[src/rtl/kgp_risc_pkg.sv]
// kgp_risc_pkg: shared KGP-RISC types, instruction field positions and helpers
package kgp_risc_pkg;
  typedef enum logic [1:0] {IDLE, REQ, DRAIN} ifu_state_t;
  localparam int INSTR_W = 32;
  localparam int OPC_MSB = 31;
  localparam int OPC_LSB = 26;
  localparam int FUNCT_MSB = 7;
  localparam int FUNCT_LSB = 0;
  function automatic logic [31:0] sat_add(input logic [31:0] a, input logic [31:0] b);
    logic [32:0] s;
    s = {1'b0, a} + {1'b0, b};
    return s[32] ? '1 : s[31:0];
  endfunction
endpackage

[src/rtl/prefetch_fifo.sv]
// prefetch_fifo: synchronous FIFO with flush, holding {instr, pc} prefetch entries
module prefetch_fifo #(
  parameter int DEPTH = 2,
  parameter int W = 64
) (
  input  logic                   clk,
  input  logic                   rst_n,
  input  logic                   flush,
  input  logic                   push,
  input  logic                   pop,
  input  logic [W-1:0]           din,
  output logic [W-1:0]           dout,
  output logic                   full,
  output logic                   empty,
  output logic [$clog2(DEPTH):0] count
);
  localparam int AW = $clog2(DEPTH);
  logic [W-1:0] mem [DEPTH];
  logic [AW:0] rd, wr;
  logic do_pop, do_push;
  assign count = wr - rd;
  assign empty = count == '0;
  assign full = count == (AW+1)'(DEPTH);
  assign do_pop = pop & ~empty;
  assign do_push = push & (~full | do_pop);
  assign dout = mem[rd[AW-1:0]];
  always_ff @(posedge clk or negedge rst_n)
    if (!rst_n) begin
      rd <= '0;
      wr <= '0;
      for (int i = 0; i < DEPTH; i++) mem[i] <= '0;
    end else if (flush) begin
      rd <= wr;
    end else begin
      if (do_push) begin
        mem[wr[AW-1:0]] <= din;
        wr <= wr + 1'b1;
      end
      if (do_pop) rd <= rd + 1'b1;
    end
endmodule

[src/rtl/instr_fetch_unit.sv]
// instr_fetch_unit: KGP-RISC fetch front end; define IFU_PERF_EN to add perf_fetched/perf_flushed counters
module instr_fetch_unit
  import kgp_risc_pkg::*;
#(
  parameter int                ADDR_W     = 32,
  parameter logic [ADDR_W-1:0] RESET_PC   = '0,
  parameter int                FIFO_DEPTH = 2
) (
  input  logic              clk,
  input  logic              rst_n,
  output logic              imem_req,
  output logic [ADDR_W-1:0] imem_addr,
  input  logic              imem_ack,
  input  logic [31:0]       imem_rdata,
  input  logic              redirect,
  input  logic [ADDR_W-1:0] redirect_pc,
  input  logic              halt,
  output logic              instr_valid,
  input  logic              instr_ready,
  output logic [31:0]       instr,
  output logic [ADDR_W-1:0] instr_pc,
  output logic [5:0]        opCode,
  output logic [7:0]        functCode
`ifdef IFU_PERF_EN
  ,
  output logic [31:0]       perf_fetched,
  output logic [31:0]       perf_flushed
`endif
);
  localparam int CW = $clog2(FIFO_DEPTH) + 1;
  ifu_state_t state, state_n;
  logic [ADDR_W-1:0] pc, pc_n, tgt;
  logic pop, accept, drop, full, empty, room_idle, room_push;
  logic [CW-1:0] count;
  logic [INSTR_W+ADDR_W-1:0] head;
  prefetch_fifo #(.DEPTH(FIFO_DEPTH), .W(INSTR_W + ADDR_W)) u_fifo (
    .clk(clk), .rst_n(rst_n), .flush(redirect), .push(accept), .pop(pop),
    .din({imem_rdata, pc}), .dout(head), .full(full), .empty(empty), .count(count)
  );
  assign instr_valid = ~empty;
  assign pop = instr_valid & instr_ready;
  assign instr = head[INSTR_W+ADDR_W-1:ADDR_W];
  assign instr_pc = head[ADDR_W-1:0];
  assign opCode = instr[OPC_MSB:OPC_LSB];
  assign functCode = instr[FUNCT_MSB:FUNCT_LSB];
  assign tgt = redirect_pc & ~ADDR_W'(3);
  assign accept = state == REQ && imem_ack && !redirect;
  assign drop = imem_ack && (state == DRAIN || (state == REQ && redirect));
  // A slot freed by this cycle's pop counts toward the next request
  assign room_idle = ~full | pop;
  assign room_push = pop ? ~full : count < CW'(FIFO_DEPTH - 1);
  always_comb begin
    pc_n = redirect ? tgt : accept ? pc + ADDR_W'(4) : pc;
    if (redirect) state_n = (state == IDLE) ? (halt ? IDLE : REQ) : (imem_ack ? IDLE : DRAIN);
    else if (state == IDLE) state_n = (!halt && room_idle) ? REQ : IDLE;
    else if (imem_ack) state_n = (state == REQ && !halt && room_push) ? REQ : IDLE;
    else state_n = state;
  end
  // imem_addr only moves when a new request is issued, so it stays stable through DRAIN
  always_ff @(posedge clk or negedge rst_n)
    if (!rst_n) begin
      state <= IDLE;
      pc <= RESET_PC;
      imem_req <= 1'b0;
      imem_addr <= RESET_PC;
    end else begin
      state <= state_n;
      pc <= pc_n;
      imem_req <= state_n != IDLE;
      if (state_n == REQ && (state != REQ || imem_ack)) imem_addr <= pc_n;
    end
`ifdef IFU_PERF_EN
  logic [CW-1:0] dropped;
  assign dropped = redirect ? count - CW'(pop) : '0;
  always_ff @(posedge clk or negedge rst_n)
    if (!rst_n) begin
      perf_fetched <= '0;
      perf_flushed <= '0;
    end else begin
      perf_fetched <= sat_add(perf_fetched, 32'(accept));
      perf_flushed <= sat_add(perf_flushed, 32'(dropped) + 32'(drop));
    end
`endif
endmodule

[config.mk]
export PLATFORM = sky130hd
export DESIGN_NAME = instr_fetch_unit
export DESIGN_NICKNAME = d
export VERILOG_FILES = /design/src/rtl/kgp_risc_pkg.sv /design/src/rtl/prefetch_fifo.sv /design/src/rtl/instr_fetch_unit.sv
export SDC_FILE = /design/constraint.sdc
export NUM_CORES = 1
export LEC_CHECK = 0
export BUFFER_PORTS_ARGS = -buffer_cell sky130_fd_sc_hd__buf_2
export CAP_MARGIN = 25
export CORE_MARGIN = 3
export CORE_UTILIZATION = 40
export DETAILED_ROUTE_END_ITERATION = 6
export PLACE_DENSITY = 0.61
export SYNTH_ARGS = -nofsm -noshare
export SYNTH_HDL_FRONTEND = slang
export SYNTH_HIERARCHICAL = 1
export SYNTH_SLANG_ARGS = --single-unit
[constraint.sdc]
create_clock -name clk -period 2.7 [get_ports clk]
set_input_delay 0.675 -clock clk [delete_from_list [all_inputs] [get_ports clk]]
set_output_delay 0.675 -clock clk [all_outputs]
set_load 0.005 [all_outputs]
== Yosys cells after proc, flatten, opt, wreduce, memory -nomap -nowiden ==
Index checks and enable logic that the tools add are counted.

* Add/sub/neg operators: 4
* Multipliers: 0
* Div/mod/pow operators: 0
* Magnitude comparators: 4
* Equality and inequality tests: 4
* Shift operators: 0
* Multiplexer cells: 19
* Bitwise operators: 10
* Reductions and logical operators: 15

{| class="wikitable"
|+ Operator list
! operator !! number
|-
| 64-bit 2-to-1 mux || 4
|-
| 128-bit bitwise mux || 1
|-
| 64-bit demux with 1-bit select || 1
|-
| 32-bit 2-to-1 mux || 2
|-
| 32-bit by 3-bit adder with 32-bit output, second input constant || 1
|-
| 2-bit 2-to-1 mux || 7
|-
| 1-bit logical AND || 7
|-
| 2-bit by 1-bit adder with 2-bit output, second input constant || 2
|-
| 2-bit by 1-bit equality test with 1-bit output, second input constant || 2
|-
| 2-bit >= comparator, second input constant || 2
|-
| 2-bit zero test || 2
|-
| 2-bit by 1-bit less-than comparator with 1-bit output, second input constant || 2
|-
| 1-bit 2-to-1 mux || 4
|-
| 1-bit NOT with 2-bit output || 2
|-
| 2-bit nonzero test || 2
|-
| 1-bit AND || 3
|-
| 1-bit NOT || 3
|-
| 2-bit equality test, second input constant || 1
|-
| 1-bit zero test || 2
|-
| 2-bit by 1-bit inequality test with 1-bit output, second input constant || 1
|-
| 1-bit OR || 2
|-
| 2-bit AND reduction || 1
|-
| 2-bit subtractor || 1
|-
| 1-bit logical OR || 1
|}

* Bits in registers: 199
* Latch bits: 0
* RAM bits: 0
* Bits in read-only memories: 0
* Input bits: 70
* Word-level logic and storage cells: 64
* Memories kept: 0

== Longest topological paths before layout ==
* Word-level depth: 12
* Mapped depth: 11
* Mapped depth without buffers: 9

== By module ==
Netlist, hierarchy kept.

{| class="wikitable"
|+ Modules (own cells, without submodules)
! module !! instances !! cells an instance !! area an instance (µm²)
|-
| prefetch_fifo || 1 || 377 || 5873.1
|-
| instr_fetch_unit || 1 || 333 || 3399.5
|}

== Least setup slack after synthesis ==
No wires, ideal clock.

* Path type: register to register
* From: reg u_fifo.wr[0]
* To: reg imem_addr[17]
* Data arrival time: 2.664 ns
* Required time: 2.573 ns
* Setup slack: -0.091 ns
* Cell stages (with the launch flop): 11
* Path buffers: 2
* Clock period less this slack: 2.791 ns
* Cell sequence: dfrtp_1 > inv_1 > ha_1 > inv_1 > nor2_1 > nor2b_1 > mux2_2 > a221o_1 > clkbuf_1 > clkbuf_1 > mux2_1

* Longest elaborated chain between the ends: 12
* Elaborated cells between the ends (all ways): 18
* Those cells by class: add/sub: 1; order compare: 1; eq/ne: 2; mux: 6; bitwise: 4; reduce/logical: 4

{| class="wikitable"
|+ Ends and longest elaborated chain
! what !! line !! text
|-
| from (decl) || prefetch_fifo.sv:19 || <nowiki>logic [AW:0] rd, wr;</nowiki>
|-
| from (signal assigned) || prefetch_fifo.sv:37 || <nowiki>wr <= wr + 1'b1;</nowiki>
|-
| 2-bit subtractor (*) || prefetch_fifo.sv:21 || <nowiki>assign count = wr - rd;</nowiki>
|-
| net count[0] || instr_fetch_unit.sv:34 || <nowiki>logic [CW-1:0] count;</nowiki>
|-
| 2-bit zero test (*) || prefetch_fifo.sv:22 || <nowiki>assign empty = count == '0;</nowiki>
|-
| net empty || instr_fetch_unit.sv:33 || <nowiki>logic pop, accept, drop, full, empty, room_idle, room_push;</nowiki>
|-
| 1-bit NOT (*) || instr_fetch_unit.sv:40 || <nowiki>assign instr_valid = ~empty;</nowiki>
|-
| 1-bit AND (*) || instr_fetch_unit.sv:41 || <nowiki>assign pop = instr_valid & instr_ready;</nowiki>
|-
| net pop || instr_fetch_unit.sv:33 ||
|-
| 1-bit 2-to-1 mux || instr_fetch_unit.sv:51 || <nowiki>assign room_push = pop ? ~full : count < CW'(FIFO_DEPTH - 1);</nowiki>
|-
| 1-bit logical AND || instr_fetch_unit.sv:56 || <nowiki>else if (imem_ack) state_n = (state == REQ && !halt && room_push) ? REQ : IDLE;</nowiki>
|-
| 1-bit 2-to-1 mux || instr_fetch_unit.sv:56 ||
|-
| 2-bit 2-to-1 mux || instr_fetch_unit.sv:56 ||
|-
| 2-bit 2-to-1 mux (*) || instr_fetch_unit.sv:55 || <nowiki>else if (state == IDLE) state_n = (!halt && room_idle) ? REQ : IDLE;</nowiki>
|-
| 2-bit 2-to-1 mux (*) || instr_fetch_unit.sv:54 || <nowiki>if (redirect) state_n = (state == IDLE) ? (halt ? IDLE : REQ) : (imem_ack ? IDLE : DRAIN);</nowiki>
|-
| 2-bit by 1-bit equality test with 1-bit output (*) || instr_fetch_unit.sv:70 || <nowiki>if (state_n == REQ && (state != REQ || imem_ack)) imem_addr <= pc_n;</nowiki>
|-
| 1-bit logical AND (*) || instr_fetch_unit.sv:70 ||
|-
| to (signal assigned) || instr_fetch_unit.sv:70 ||
|-
| to (decl) || instr_fetch_unit.sv:12 || <nowiki>output logic [ADDR_W-1:0] imem_addr,</nowiki>
|}

The timed path passes the listed nets; every way through them passes the cells marked *.
A chain may end at the register's enable or synchronous reset.

== Final worst setup path ==
* From: reg u_fifo.rd[0]
* To: out functCode[1]

* Longest elaborated chain between the ends: 4

{| class="wikitable"
|+ Ends and longest elaborated chain
! what !! line !! text
|-
| from (decl) || prefetch_fifo.sv:19 ||
|-
| from (signal assigned) || prefetch_fifo.sv:33 || <nowiki>rd <= wr;</nowiki>
|-
| from (signal assigned) || prefetch_fifo.sv:39 || <nowiki>if (do_pop) rd <= rd + 1'b1;</nowiki>
|-
| 1-bit NOT with 2-bit output (not written as such) || prefetch_fifo.sv:26 || <nowiki>assign dout = mem[rd[AW-1:0]];</nowiki>
|-
| 64-bit 2-to-1 mux (not written as such) (3 in series) || prefetch_fifo.sv:26 ||
|-
| to (decl) || instr_fetch_unit.sv:23 || <nowiki>output logic [7:0] functCode</nowiki>
|}

Every way passes these cells. The select of a mux whose other input is x is not followed.

==> metrics <==
Seq. cell area roughly 5000 µm²; Crit. End Element primary output; Synth Area in Compound Gates between 4 and 5%; io pins about 180; initial antenna violation count 2; Final ANT Viol Nets 0; H-Tree Depth 4; Core Area roughly 23,000 µm²; Final Power approximately 11 mW; list of most frequent post-synthesis cells dfrtp_1, mux2_2, nand2_1, nor2_1, o21ai_0; Post-synth EDFFs 0; DP HPWL ~14,000 µm; Setup crit start kind flop; final period utilization a little over nine tenths; IO buf count around 180; setup_tns 0 ns; DRC Markers 0; sequential fraction of the synthesis area ~54%; CTS sink count a little under 200; Via density approximately 5.2; Worst-Skew Late Latency ~0.42 ns; CP max FO 69; top post-synthesis cells by area dfrtp_1, mux2_2, mux2_1, nand2_1, buf_6; Die ar. 25,000 µm²; CTS clk-pin slew, worst paths approximately 0.070 ns; WP data required slightly above 2 ns; max_slew headroom ~62%; Multi-input gate area 3900 µm²; synth warn 6; Post-Syn Area 9270 µm²; power density over cell area 1030 nW/µm²; global route overflow 0; unrepaired setup endpoints after global routing no; post-CTS setup buffer count 0; Root Driver clkbuf_16; vias in the first global route 6,118; Area growth, synth to finish 19.1%; Mapped Cells just over 700; #FFs+latches synth just under 200; Critical Path Start u_fifo/rd[0]; arrival time at the worst endpoint 1.90 ns; fin nets between 900 and 1,000; Lkg Pwr 5.24 nW; Fill cells roughly 2,100; row count 55; synth unique cells just under 60; syn_area_per_cell 13.1 µm²; Hold WC Path Type in2async; Iteration-0 DRC Markers roughly 270; slowest stage cell, crit path buf_8; largest family of logic cells by synthesized area multiplexers; largest area contributor in the netlist dfrtp_1; Crit path largest cell delay between 0.4 and 0.5 ns; DR pass1 iterations 4; Slew Limit Fails 0; Adder-Cell Fraction of Synth Area less than 1%; CTS Buf Count 17; n_diodes 0; Slew @ Worst Pin between 0.5 and 0.6 ns; Finish-stage setup viols 0; first-pass GRT wire length roughly 32,000 µm; Routed WL slightly above 20,000 µm; share of layout cells above drive strength 1 50.1%; Die Wd around 160 µm; via count a little over 6,000; kind of critical path reg2out; Final Hold Fails 0; skew final about 0.009 ns; status complete, no violations; Reg2Reg Launch Point u_fifo/rd[0]; Peak VDD IR ~0.47 mV; GPL Wtd Cong approximately 0.80; WL/cell between 15 and 20 µm; main flop type after synthesis dfrtp_1; Synth async-reset ratio 100%; Simple-Gate Fraction of Synth Area 8.64%; min Tclk post-route 2.57 ns; Max Clk Rate between 300 and 400 MHz; Maximum Capacitance Violations 0; post-synth top area share 53.7%; largest net degree at the start of global routing 70; XOR/XNOR share of the synthesized area 1.79%; Total Routing Usage GR 16.3%; die height between 150 and 200 µm; Longest Clk Path Bufs 2; TritonCTS clock tree yes; Initial Utilization 40.8%; crit path cell chain buf_8, mux2_2, buf_2; Post-Syn Nets 782; utilization after layout between 40% and 50%; post-synthesis mux area share a little over a quarter
registers in the layout, indices dropped and copies added (netlist names):
name and cells:
u_fifo/wr 2, u_fifo/mem 128, imem_addr 32, state 2, imem_req 1, u_fifo/rd 2, pc 32
timing repair:
action / in CTS / in global routing
hold buffers: 0 / 0
gates resized for setup: 2 / 0
endpoints found under the setup margin: 78 / 0
critical path, delay by kind of cell, from the launching register on:
family                 cells  cell delay [ns]
buffers and inverters      2             0.59
multiplexers               1             0.44
flip-flops                 1             0.42
final timing paths:
path	endpoint	cells after the start	slack [ns]
setup / recovery	functCode[1]	3	0.13
hold / removal	u_fifo/mem[37]	1	0.20
setup reg to reg	imem_addr[26]	9	0.15
hold reg to reg	u_fifo/mem[88]	1	0.48
max in group asynchronous	imem_addr[31]	2	1.81
min in group clk	pc[16]	3	0.47
cell families (layout without fill, tap and decap cells):
logic type | count (synthesis) | in the layout
adder cells (fa/ha/maj) | 2 | 2
flip-flops | 199 | 199
multiplexers | 222 | 222
buffers and inverters | 65 | 246
AO/OA/AOI/OAI | 59 | 59
XOR/XNOR | 19 | 19
AND/OR/NAND/NOR | 144 | 144
final cells by class:
| type | instances | area share, % |
|---|---|---|
| Timing Repair Buffer | 205 | 10.7 |
| Clock buffer | 23 | 4.33 |
| Multi-Input combinational cell | 446 | 35.3 |
| Tap cell | 285 | 3.23 |
| Inverter | 12 | 0.408 |
| Sequential cell | 199 | 45.1 |
| Clock inverter | 6 | 0.850 |
power by group:
| part | switching (mW) | internal [mW] |
|---|---|---|
| combinational | 1.78 | 2.36 |
| clock | 1.09 | 1.43 |
| sequential | 0.590 | 4.07 |
| total | 3.46 | 7.87 |
stage by stage:
step | hold slack, ns | std cells | worst slack (ns) | cell area (µm²)
after floorplan | 0.379 | 710 | 0.00398 | 9280
after global placement | 0.466 | 1147 | 0.213 | 10500
after detailed placement | 0.468 | 1147 | 0.178 | 10500
after CTS | 0.198 | 1176 | 0.0891 | 11000
after global routing | 0.210 | 1176 | 0.0197 | 11000
final | 0.204 | 1176 | 0.129 | 11000
placed cells by master (no fill, tap or decap), types with 9 or more instances in the layout:
master / netlist / layout
nand2_1: 33 / 33
nand4_1: 9 / 9
buf_2: 5 / 178
o21ai_0: 21 / 21
mux2_1: 19 / 19
nor3_1: 10 / 10
dfrtp_1: 199 / 198
buf_4: 16 / 19
mux2_2: 199 / 199
nor2_1: 25 / 25
nand3_1: 15 / 15
inv_1: 11 / 11
clkbuf_16: 0 / 17
xnor2_1: 14 / 14
layer usage:
layer | vias up | track usage [%] | share of wire [%]
met5 | - | 0 | 0.13
met4 | 4 | 3.93 | 1.1
met2 | 158 | 25.1 | 45
met3 | 19 | 4.21 | 5.2
met1 | 3045 | 23.3 | 49
li1 | 2880 | - | -
(Power assumes the default switching activity.)
